==> config.mk <==
export PLATFORM = sky130hd
export DESIGN_NAME = fifo_write_arbiter
export DESIGN_NICKNAME = d
export VERILOG_FILES = /design/src/rtl/fifo_write_arbiter.sv
export SDC_FILE = /design/constraint.sdc
export NUM_CORES = 1
export LEC_CHECK = 0
export ABC_AREA = 1
export ABC_CLOCK_PERIOD_IN_PS = 3700
export BUFFER_PORTS_ARGS = -buffer_cell sky130_fd_sc_hd__buf_4
export CAP_MARGIN = 20
export CORE_ASPECT_RATIO = 0.6
export CORE_MARGIN = 2
export CORE_UTILIZATION = 25
export CTS_BUF_LIST = sky130_fd_sc_hd__clkbuf_4 sky130_fd_sc_hd__clkbuf_8
export DETAILED_ROUTE_END_ITERATION = 6
export MAX_ROUTING_LAYER = met4
export SLEW_MARGIN = 20
export SYNTH_ARGS = -nofsm -noshare
export SYNTH_HDL_FRONTEND = slang
export SYNTH_SLANG_ARGS = --single-unit
==> constraint.sdc <==
create_clock -name Clk -period 3.7 [get_ports Clk]
set_clock_uncertainty 0.1 [all_clocks]
set_input_delay 1.11 -clock Clk [delete_from_list [all_inputs] [get_ports Clk]]
set_output_delay 1.11 -clock Clk [all_outputs]
set_load 0.01 [all_outputs]
==> src/rtl/fifo_write_arbiter.sv <==
// rtl/fifo_write_arbiter.sv - round-robin, packet-locked write arbiter in front of a FIFO write port
module fifo_write_arbiter #(
    parameter int NumReq  = 4,
    parameter int Width   = 9,
    parameter int IdWidth = 2
) (
    input  logic                      Clk,
    input  logic                      Reset_n,
    input  logic [NumReq-1:0]         Req,
    input  logic [NumReq*Width-1:0]   ReqDin,
    input  logic [NumReq-1:0]         ReqLast,
    output logic [NumReq-1:0]         Ack,
    output logic                      FifoWrite,
    output logic [Width-1:0]          FifoDin,
    input  logic                      FifoFull,
    input  logic                      FifoProgFull,
    output logic                      Busy,
    output logic [IdWidth-1:0]        GrantId
);

    typedef enum logic {
        IDLE  = 1'b0,
        BURST = 1'b1
    } state_t;

    state_t             state;
    state_t             state_next;
    logic [IdWidth-1:0] last_q;
    logic [IdWidth-1:0] last_next;
    logic [IdWidth-1:0] grant_q;
    logic [IdWidth-1:0] grant_next;
    logic [IdWidth-1:0] pick;
    logic [IdWidth-1:0] cand;
    logic               pick_valid;
    logic [Width-1:0]   din_arr [NumReq];

    genvar gi;
    generate
        for (gi = 0; gi < NumReq; gi++) begin : g_slice
            assign din_arr[gi] = ReqDin[gi*Width +: Width];
        end
    endgenerate

    // Round-robin search: scan farthest-first so the nearest requester after Last wins.
    always_comb begin
        pick       = '0;
        pick_valid = 1'b0;
        cand       = '0;
        for (int k = NumReq; k >= 1; k--) begin
            cand = IdWidth'((int'(last_q) + k) % NumReq);
            if (Req[cand]) begin
                pick       = cand;
                pick_valid = 1'b1;
            end
        end
    end

    // Write-port decode: only the owner can be acked, and only while the FIFO has room.
    always_comb begin
        Ack     = '0;
        FifoDin = '0;
        if (state == BURST) begin
            Ack[grant_q] = Req[grant_q] & ~FifoFull;
            FifoDin      = din_arr[grant_q];
        end
    end

    assign FifoWrite = |Ack;

    // Next-state: arbitrate in IDLE below prog-full; leave BURST only once the last word is written.
    always_comb begin
        state_next = state;
        last_next  = last_q;
        grant_next = grant_q;
        case (state)
            IDLE: begin
                if (pick_valid && !FifoProgFull) begin
                    state_next = BURST;
                    last_next  = pick;
                    grant_next = pick;
                end
            end
            BURST: begin
                if (Ack[grant_q] && ReqLast[grant_q]) begin
                    state_next = IDLE;
                end
            end
            default: state_next = IDLE;
        endcase
    end

    // State, pointer and grant registers; Last resets to the top index so requester 0 is searched first.
    always_ff @(posedge Clk or negedge Reset_n) begin
        if (!Reset_n) begin
            state   <= IDLE;
            last_q  <= IdWidth'(NumReq - 1);
            grant_q <= '0;
        end else begin
            state   <= state_next;
            last_q  <= last_next;
            grant_q <= grant_next;
        end
    end

    assign Busy    = (state == BURST);
    assign GrantId = grant_q;

endmodule

# Word level (Yosys, flattened, before mapping)
# Cells that the tools add are included.
[totals] inputBits=48 output_inout_bits=17 register_bits=5 elab_cells=57
[op_classes] n_bitwise=5 addsub=4 muxes=32 n_lt_le_gt_ge=7 reduce_logical=6
[op_table] operator="two-way mux 9 bit" n=3
[op_table] operator="binary-select mux 9 bit (select 2 bit)" n=1
[op_table] operator="< comparator 2 x 3 -> 1 bit, second input constant" n=5
[op_table] operator="binary-select mux 1 bit (select 2 bit)" n=7
[op_table] operator="two-way mux 1 bit" n=14
[op_table] operator="two-way mux 2 bit" n=4
[op_table] operator="adder 2 x 1 -> 2 bit, second input constant" n=2
[op_table] operator="adder 2 bit, second input constant" n=2
[op_table] operator="AND 4 bit" n=1
[op_table] operator="two-way mux 4 bit" n=1
[op_table] operator="OR reduction 4 bit" n=1
[op_table] operator=">= comparator 3 bit, second input constant" n=1
[op_table] operator="logical AND 1 bit" n=3
[op_table] operator="NOT 2 -> 3 bit" n=1
[op_table] operator="demux 1 bit (select 2 bit)" n=1
[op_table] operator=">= comparator 2 x 1 -> 1 bit, second input constant" n=1
[op_table] operator="NOT 1 bit" n=2
[op_table] operator="one-hot mux 1 bit (2 select lines)" n=1
[op_table] operator="AND reduction 2 bit" n=1
[op_table] operator="AND 1 bit" n=1
[op_table] operator="zero test 1 bit" n=1

# Longest topological paths before layout
[depth] ltp_word=11 ltp_mapped=10 ltp_nobuf=10

# Least setup slack after synthesis
# Ideal clock, no wire load.
[synth_path] path_kind="input to output" start="input Req[3]" end="output Ack[0]" required_ns=2.490 arrival_time_ns=1.688 path_stages=4 setup_slack_ns=0.802 path_buffers=0 path_cell_list="inv_1 -> o2111ai_2 -> nand3_2 -> nor2_1"
[synth_via] elab_chain_len=5
[synth_lines] item="start: declaration" line_no="9" text="input logic [NumReq-1:0] Req,"
[synth_lines] item="binary-select mux 1 bit (select 2 bit)" line_no="63" text="Ack[grant_q] = Req[grant_q] & ~FifoFull;"
[synth_lines] item="two-way mux 1 bit (implied by the code)" line_no="63"
[synth_lines] item="AND 1 bit" line_no="63"
[synth_lines] item="AND 4 bit (no source line)"
[synth_lines] item="two-way mux 4 bit" line_no="62" text="if (state == BURST) begin"
[synth_lines] item="end: declaration" line_no="12" text="output logic [NumReq-1:0] Ack,"
# No other way between the ends. The select of a mux whose other input is x is not followed.

# Final worst setup path
[layout_path] start="input Req[3]" end="output Ack[3]"
# Same word-level chain as after synthesis.

==> flow_summary.ini <==
[status]
status = complete, no violations

[cells_and_area]
design_area_mm2 = 0.00131
drive_gt1_share_pct = 43.7
areaGrowthSynthToFinish_pct = 73.5
finalNetCount = 246
finish.utilization_pct = 45.7
diodes = 0

[global_route]
grt_first_pass_wirelength_um = 4350
grt.overflow.total = 0
grt_max_degree = 14
antenna_found_initial = 0
grt_pass1_vias = 1009
grt_usage_pct = 16.7

[timing]
setup_ws_ns = 0.600
rsz0062_at_grt = false
finalHoldViolations = 0
maxSlewViolCount = 0
period_share_pct = 83.8
period_needed_ns = 3.10
maxSlewHeadroom_pct = 65.5
fin_tns_setup_ns = 0
worst_pin_slew_ns = 0.517
clock.fmax_ghz = 0.323
finalSetupViolCount = 0

[synthesis]
netlist_area_um2 = 756
synth_cell_types = 19
synth.avg_cell_area_um2 = 5.68
ys_top_cells_by_area = nand2_1, nand3_1, dfrtp_1
synth_largest_area_cell = nand2_1
yosysWarnings = 0
ys_seq_area_share_pct = 16.9
synth-seq-cells = 5
synth_top_area_share_pct = 25.8
synthCells = 133
syn-num-nets = 181

[worst_setup_path]
critPathCaptureType = output port
cp-startpoint = Req[3]
cp.arrival_ns = 1.89
crit_required_ns = 2.49
critPathLaunchType = primary input
r2r-start = GrantId[0]
reg2reg_depth = 7
worstSetupPathType = in -> out
path_max_fanout = 5

[power]
power.density_mw_per_mm2 = 720
peakVddDrop_mv = 0.295
p_leak_uw = 0.000717

[detailed_routing]
wl_per_cell_um = 12.1
post-route-drc-count = 0
first_pass_iters = 4
ant_nets = 0
routed_wirelength_um = 2890
viasPerCell = 4.69
vias = 1122
drt-initial-drc-count = 51

[worst_hold_path]
hold_path_depth = 2
min_path_type = reg -> reg
min_from = last_q[1]

[cts]
cts.clk_slew.worst_paths_ns = 0.04
cts_hold_buf = 0
clk_path_buf_depth = 2
root_buffer = clkbuf_8
h-tree-depth = 1
cts_tree = built
clk_latency_ns = 0.22
cts-resized-gates = 0
cts_buffers = 3
cts_sinks = 5
cts_setup_buffers = 0

[floorplan]
initial_core_util_pct = 26.3
row_count = 15
die_height_um = 46.6
dieArea_mm2 = 0.00349
core_mm2 = 0.00287
die_x_um = 75.0
ios = 65

[place]
place_congestion = 0.884
post_dp_cell_area_mm2 = 0.00126
hpwl_um = 2410
port_buffers = 64
dp_slack_ns = 0.596

[run]
cap_violations = 0
## power by group
group          switching, uW  internal, uW  total (uW)
clock                   26.5          81.3         108
combinational            393           301         695
sequential              51.1          90.1         141
## final timing paths
| kind | to | slack (ns) |
|---|---|---|
| setup / recovery | Ack[3] | 0.60 |
| hold / removal | last_q[1] | 0.40 |
| setup reg to reg | Busy | 2.10 |
| hold reg to reg | last_q[1] | 0.40 |
| max in group asynchronous | last_q[0] | 2.72 |
| min in group asynchronous | Busy | 0.59 |
## sequential cells by signal, summed over array words and instances, names as in the netlist
register and cells:
GrantId 2, last_q 2, Busy 1
## layout by cell type (no fill, tap or decap)
cell type	n
a21oi_1	1
a22oi_1	9
a31oi_1	9
buf_4	66
clkbuf_4	1
clkbuf_8	3
dfrtp_1	3
dfstp_2	2
inv_1	13
inv_2	4
nand2_1	52
nand2_2	4
nand3_1	18
nand3_2	2
nand4_1	2
nor2_1	4
nor2_2	2
o2111ai_2	1
o21ai_2	1
## area by class of cell
cell class              instances  area (um^2)
clock buffers                   4         48.8
repair buffers                 66          495
fillers                       299         1560
flip-flops and latches          5          128
multi-input cells             105          523
inverters                      17         63.8
well taps                      42         52.6
## through the flow
step | power, uW | hold WS (ns) | instances
4_1_cts | 949 | 0.402 | 239
5_1_grt | 1040 | 0.424 | 239
3_3_place_gp | 832 | 0.395 | 235
2_1_floorplan | 589 | 0.376 | 133
3_5_place_dp | 837 | 0.395 | 235
6_report | 944 | 0.401 | 239
## Yosys cell counts (all sizes together)
library cell / count
nor2: 6
a21oi: 1
o21ai: 1
nand3: 20
o2111ai: 1
dfrtp: 3
dfstp: 2
inv: 17
buf: 6
nand2: 56
a31oi: 9
a22oi: 9
nand4: 2
## metal layers
metal | global-route usage [%] | share of wire, %
met1 | 22.6 | 44
met2 | 25.6 | 50
met3 | 3.72 | 5.6
met4 | 3.21 | 0
met5 | - | 0
## worst max-delay path: stages
cell	delay, ns
buf_4	0.08
inv_1	0.08
o2111ai_2	0.23
nand3_2	0.14
nor2_1	0.12
buf_4	0.13
## kinds of logic (layout without fill, tap and decap cells)
logic type | after synthesis | count (layout) | share of synthesized area [%]
compound gates | 21 | 21 | 20.2
buf+inv | 23 | 87 | 13.9
flops | 5 | 5 | 16.9
simple gates | 84 | 84 | 49.0
(Power assumes the default switching activity.)
